**src/rtl/inst_fetch.sv**
```systemverilog
// rtl/inst_fetch.sv - instruction fetch unit with stall, branch flush and halt
module inst_fetch #(
    parameter int A = 16,
    parameter int W = 9
) (
    input  logic         i_clk,
    input  logic         i_reset,
    input  logic         i_start,
    input  logic [A-1:0] i_start_addr,
    input  logic         i_stall,
    input  logic         i_branch_en,
    input  logic         i_branch_rel,
    input  logic [A-1:0] i_target,
    input  logic         i_halt,
    input  logic [W-1:0] i_inst_in,
    output logic [A-1:0] o_prog_ctr,
    output logic [W-1:0] o_inst_out,
    output logic [A-1:0] o_inst_addr,
    output logic         o_inst_valid,
    output logic         o_done,
    output logic [15:0]  o_fetch_count
);

    typedef enum logic [1:0] {
        S_IDLE,
        S_RUN,
        S_HALTED
    } state_t;

    state_t       r_state;
    logic [A-1:0] r_pc;
    logic [W-1:0] r_inst;
    logic [A-1:0] r_inst_addr;
    logic         r_valid;
    logic         r_done;
    logic [15:0]  r_count;

    state_t       w_state_nxt;
    logic [A-1:0] w_pc_nxt;
    logic [W-1:0] w_inst_nxt;
    logic [A-1:0] w_inst_addr_nxt;
    logic         w_valid_nxt;
    logic         w_done_nxt;
    logic [15:0]  w_count_nxt;
    logic [A-1:0] w_branch_pc;

    // Relative targets are two's-complement offsets; the A-bit sum wraps naturally.
    assign w_branch_pc = i_branch_rel ? (r_inst_addr + i_target) : i_target;

    always_ff @(posedge i_clk or posedge i_reset) begin
        if (i_reset) begin
            r_state     <= S_IDLE;
            r_pc        <= '0;
            r_inst      <= '0;
            r_inst_addr <= '0;
            r_valid     <= 1'b0;
            r_done      <= 1'b0;
            r_count     <= '0;
        end else begin
            r_state     <= w_state_nxt;
            r_pc        <= w_pc_nxt;
            r_inst      <= w_inst_nxt;
            r_inst_addr <= w_inst_addr_nxt;
            r_valid     <= w_valid_nxt;
            r_done      <= w_done_nxt;
            r_count     <= w_count_nxt;
        end
    end

    always_comb begin
        w_state_nxt     = r_state;
        w_pc_nxt        = r_pc;
        w_inst_nxt      = r_inst;
        w_inst_addr_nxt = r_inst_addr;
        w_valid_nxt     = r_valid;
        w_done_nxt      = r_done;
        w_count_nxt     = r_count;

        case (r_state)
            S_IDLE, S_HALTED: begin
                if (i_start) begin
                    w_state_nxt = S_RUN;
                    w_pc_nxt    = i_start_addr;
                    w_valid_nxt = 1'b0;
                    w_done_nxt  = 1'b0;
                    w_count_nxt = '0;
                end
            end
            S_RUN: begin
                // Halt and branch only apply to a valid instruction; stall always applies.
                if (r_valid && i_halt) begin
                    w_state_nxt = S_HALTED;
                    w_done_nxt  = 1'b1;
                    w_valid_nxt = 1'b0;
                end else if (i_stall) begin
                    w_state_nxt = S_RUN;
                end else if (r_valid && i_branch_en) begin
                    w_pc_nxt    = w_branch_pc;
                    w_valid_nxt = 1'b0;
                end else begin
                    w_inst_nxt      = i_inst_in;
                    w_inst_addr_nxt = r_pc;
                    w_valid_nxt     = 1'b1;
                    w_pc_nxt        = r_pc + {{(A-1){1'b0}}, 1'b1};
                    if (r_count != 16'hFFFF) begin
                        w_count_nxt = r_count + 16'd1;
                    end
                end
            end
            default: begin
                w_state_nxt = S_IDLE;
            end
        endcase
    end

    assign o_prog_ctr    = r_pc;
    assign o_inst_out    = r_inst;
    assign o_inst_addr   = r_inst_addr;
    assign o_inst_valid  = r_valid;
    assign o_done        = r_done;
    assign o_fetch_count = r_count;

endmodule
```
**config.mk**
```make
export PLATFORM = sky130hd
export DESIGN_NAME = inst_fetch
export DESIGN_NICKNAME = d
export VERILOG_FILES = /design/src/rtl/inst_fetch.sv
export SDC_FILE = /design/constraint.sdc
export NUM_CORES = 1
export LEC_CHECK = 0
export ABC_AREA = 1
export ABC_CLOCK_PERIOD_IN_PS = 2600
export CAP_MARGIN = 10
export CORE_MARGIN = 4
export CORE_UTILIZATION = 50
export CTS_BUF_LIST = sky130_fd_sc_hd__clkbuf_2 sky130_fd_sc_hd__clkbuf_4 sky130_fd_sc_hd__clkbuf_8
export DETAILED_ROUTE_END_ITERATION = 10
export PLACE_DENSITY = 0.91
export SKIP_LAST_GASP = 1
export SYNTH_ARGS = -nofsm -noshare
export SYNTH_HDL_FRONTEND = slang
export SYNTH_SLANG_ARGS = --single-unit
```
**constraint.sdc**
```tcl
create_clock -name i_clk -period 2.6 [get_ports i_clk]
set_clock_uncertainty 0.2 [all_clocks]
set_input_delay 0.65 -clock i_clk [delete_from_list [all_inputs] [get_ports i_clk]]
set_output_delay 0.65 -clock i_clk [all_outputs]
set_load 0.1 [all_outputs]
```
; Word level (Yosys, flattened, before mapping)
; Index checks and enable logic that the tools add are counted.
[totals]
reg_bits = 61
latchBits = 0
ram_bits = 0
output_inout_bits = 59
word_cells = 58
n_memories = 0
rom_bits = 0
[op_classes]
order_cmp = 0
bitwise_logic = 3
div_mod_pow = 0
n_eq_ne = 11
reduce_logical = 11
n_shift = 0
n_mux = 23
mul = 0
add_sub_neg = 3
[op_table]
columns = cell, count
row1 = two-way mux 16 bit, 10
row2 = case mux 16 bit (2 select lines), 2
row3 = "adder 16 x 1 -> 16 bit, second input constant", 2
row4 = adder 16 bit, 1
row5 = "inequality test 16 bit, second input constant", 1
row6 = "inequality test 2 bit, second input constant", 6
row7 = AND reduction 4 bit, 2
row8 = two-way mux 2 bit, 3
row9 = "inequality test 3 bit, second input constant", 2
row10 = AND reduction 3 bit, 2
row11 = AND reduction 6 bit, 1
row12 = two-way mux 1 bit, 5
row13 = case mux 1 bit (2 select lines), 2
row14 = case mux 2 bit (2 select lines), 1
row15 = NOT 1 bit, 3
row16 = "equality test 2 x 1 -> 1 bit, second input constant", 1
row17 = "equality test 2 bit, second input constant", 1
row18 = logical AND 1 bit, 2
row19 = zero test 2 bit, 1
row20 = AND reduction 2 bit, 1
row21 = nonzero test 2 bit, 1
row22 = OR reduction 2 bit, 1

; Logic depth before layout (Yosys ltp)
[logic_depth]
word_depth = 6
ltp_mapped = 14

; Least setup slack after synthesis
; No wires, ideal clock.
[synth_path]
path_kind = reg-to-reg
start = reg r_inst_addr[0], in the netlist o_inst_addr[0]
end = reg r_pc[12], in the netlist o_prog_ctr[12]
t_required_ps = 2280
path_buffers = 0
synth_period_minus_slack_ps = 2535
path_slack_ps = 65
path_stages_with_launch = 14
setup_ps = 120
arrival_time_ps = 2215
path_cell_list = dfrtp_1 -> ha_1 -> fa_1 -> nand2_1 -> nand2_1 -> and2_1 -> nand3_1 -> nand3_1 -> nand2_1 -> nand3_1 -> nand2_1 -> nand2_1 -> nand2_1 -> nand2_1
[synth_via]
elab_chain_cells = 6
[synth_lines]
columns = element, line
row1 = start: declaration, 33  ; logic [A-1:0] r_inst_addr;
row2 = start signal: assignment, 63  ; r_inst_addr <= w_inst_addr_nxt;
row3 = adder 16 bit, 48  ; assign w_branch_pc = i_branch_rel ? (r_inst_addr + i_target) : i_target;
row4 = two-way mux 16 bit, 48
row5 = two-way mux 16 bit, 97  ; end else if (r_valid && i_branch_en) begin
row6 = two-way mux 16 bit, 95  ; end else if (i_stall) begin
row7 = two-way mux 16 bit, 91  ; if (r_valid && i_halt) begin
row8 = case mux 16 bit (2 select lines), 79  ; case (r_state)
row9 = end signal: assignment, 61  ; r_pc <= w_pc_nxt;
row10 = end: declaration, 31  ; logic [A-1:0] r_pc;
; No other way between the ends. The select of a mux whose other input is x is not followed.
; A chain may end at the register's enable or synchronous reset.

; Final worst setup path
[layout_path]
start = in i_target[0]
end = reg r_pc[8], in the netlist o_prog_ctr[8]
[layout_via]
elab_chain_cells = 6
[layout_lines]
columns = element, line
row1 = start: declaration, 13  ; input logic [A-1:0] i_target,
row2 = adder 16 bit, 48
row3 = two-way mux 16 bit, 48
row4 = two-way mux 16 bit, 97
row5 = two-way mux 16 bit, 95
row6 = two-way mux 16 bit, 91
row7 = case mux 16 bit (2 select lines), 79
; No other way between the ends. The select of a mux whose other input is x is not followed.

==> impl_results.md <==
- Post-DP HPWL: roughly 10 mm
- CTS Root Cell: clkbuf_8
- DRC violation total after the first TritonRoute iteration: a little under 400
- Synth cell types: 36
- Part of the Yosys area used for sequential elements: 34.1%
- Post-Syn Area: ~0.0045 mm²
- Share of cells above drive strength 1: between 10% and 20%
- Ports: between 100 and 150
- Worst Max-Slew Pin Slew: 0.462 ns
- Area grow syn2layout: 32.5%
- Core Region: about 0.0087 mm²
- CP max FO: 3
- DRT Pass-1 Iters: 7
- Setup bufs post-CTS: 0
- Remaining DRCs: 0
- Fill count: around 710
- R2R Path Start: r_state[0]
- Ys flop type: dfrtp_1
- CTS H-Tree Depth: 3
- Input/output buffers: around 110
- Period utilisation layout: between 90% and 100%
- Cts hold-fix bufs: 0
- Syn_area_per_cell: between 6 and 7 µm²
- Die width: approximately 100 µm
- Unrepaired setup endpoints after global routing: yes
- Reg2reg path depth: 7
- Hold path startpoint: o_inst_out[2]
- First-pass GRT wire length: 21.5 mm
- Final WL: about 13 mm
- Hold WC Path Type: reg -> reg
- Initial core utilization: about half
- Synth async-reset ratio: 100%
- Final slew viol count: 0
- Post-synth top cells: nand2_1, nor2_1, inv_1
- Fin. Hold Viols: 0
- Clock-pin slew on the worst setup and hold paths: roughly 0.08 ns
- Maximum root-to-sink buffer count: 2
- TritonCTS clock tree: done
- Vias in the first global route: between 4000 and 5000
- Crit path arrival time: around 2.5 ns
- Die Height: between 100 and 150 µm
- Synth Instances: roughly 660
- Most frequent cell after synthesis: nand2_1
- Synth area leader: dfrtp_1
- CP endpoint kind: flop
- Number of synthesized flops with an enable pin: 0
- GRT Total Usage: between 20% and 30%
- Status: complete, no violations
- CTS Sinks: 61
- Cts repair resizes: 0
- Area fraction of the dominant cell type after synthesis: 34.1%
- WL/cell: between 10 and 15 µm
- Minimum clock period after layout: ~2.5 ns
- Worst skew pair latency: ~0.35 ns
- Min Hold Slack: 0.320 ns
- Row cnt: 34
- Rel. slew slack: 69.0%
- Inserted Clock Buffers: 9
- Data required, critical path: between 2 and 3 ns
- Yosys reg bits: between 60 and 70
- Via count: 4844
- Diodes inserted: 0
- Syn nets: approximately 730
- Post-detailed-route count of antenna-violating nets: 0
- Initial antenna violation count: 0
- Placer congestion estimate: roughly 0.9
- Vias/cell: between 5 and 6
- Startpoint type of the worst setup path: input pin
- Final nets: approximately 850
- Max-cap violations: 0
- Finish-stage setup viols: 0
- Die ar.: about 0.011 mm²
- CP Class: in -> reg
- Worst Setup SP: i_target[0]
- Fmax achieved: just over 400 MHz
- Largest cells by area after synthesis: dfrtp_1, nand2_1, nor2_1, inv_1, nand3_1
- Yosys warnings: 0
- Grt total ovfl: 0
- Largest net degree at the start of global routing: 40
- Worst hold path depth: 1
[metal layers]
metal / part of all wire, % / GRT usage [%] / vias up
met5: 0 / 0 / -
met4: 1.9 / 8.78 / 0
met3: 11 / 7.04 / 35
met2: 49 / 44.8 / 238
met1: 39 / 30.7 / 2205
li1: - / - / 2366
[area by class of cell]
cell class	count	area, µm²	area share [%]
Timing Repair Buffer	135	1160	19.5
Clock buffer	13	160	2.70
Tap cell	108	135	2.28
Clock inverter	3	45.0	0.760
Inverter	80	300	5.07
Sequential cell	61	1530	25.8
Multi-Input combinational cell	499	2600	43.9
[worst max-delay path, stage by stage]
cell	delay [ns]
clkdlybuf4s50_1	0.42
ha_2	0.21
fa_1	0.38
nand2_1	0.10
nand2_1	0.09
and2_4	0.16
nand2_1	0.07
nand2_1	0.05
nand2_1	0.05
nand3_1	0.06
nand2_1	0.06
nand3_1	0.10
a21oi_2	0.16
[cell families after synthesis]
group | synth area share (%)
XOR/XNOR | 2.55
AO/OA/AOI/OAI | 10.1
AND/OR/NAND/NOR | 35.4
buffers and inverters | 8.93
flip-flops | 34.1
multiplexers | 3.69
adder cells (fa/ha/maj) | 5.20
[flip-flops by register name (all words and copies together) (netlist names)]
| register | count |
|---|---|
| o_inst_addr | 16 |
| o_done | 1 |
| r_state | 2 |
| o_fetch_count | 16 |
| o_prog_ctr | 16 |
| o_inst_out | 9 |
| o_inst_valid | 1 |
[per-stage QoR]
step	worst slack (ns)	area (µm²)	utilization [%]	std cells	setup TNS, ns
after global routing	0.00193	5920	67.9	899	0
after global placement	-0.200	5660	64.9	883	-1.56
after detailed placement	-0.247	5660	64.9	883	-2.23
final	0.145	5920	67.9	899	0
after floorplan	0.0646	4470	-	659	0
after CTS	0.0990	5870	67.3	899	0
[path summary, 6_finish.rpt]
check,slack [ns],end
setup / recovery,0.14,o_prog_ctr[8]
hold / removal,0.32,o_inst_out[2]
setup reg to reg,0.43,o_inst_out[4]
hold reg to reg,0.32,o_inst_out[2]
max in group asynchronous,1.35,o_prog_ctr[10]
min in group asynchronous,0.49,o_fetch_count[8]
[cells in the final DEF (no fill, tap or decap), types with 3 or more instances in the layout]
cell type        instances
nand2_1                204
buf_4                   86
nor2_1                  73
inv_1                   67
dfrtp_1                 61
nand3_1                 49
clkdlybuf4s50_1         47
o21ai_1                 35
a21oi_1                 23
o21ai_0                 15
ha_1                    14
nand4_1                 11
inv_2                   11
xor2_1                  11
mux2_4                  11
clkbuf_8                10
nand2_2                  8
nor3_1                   7
o211ai_1                 6
or2_1                    5
nor2_2                   3
clkbuf_4                 3
Power is not shown: default switching activity piles up to over one toggle a cycle in this logic, so the estimate is an artifact.
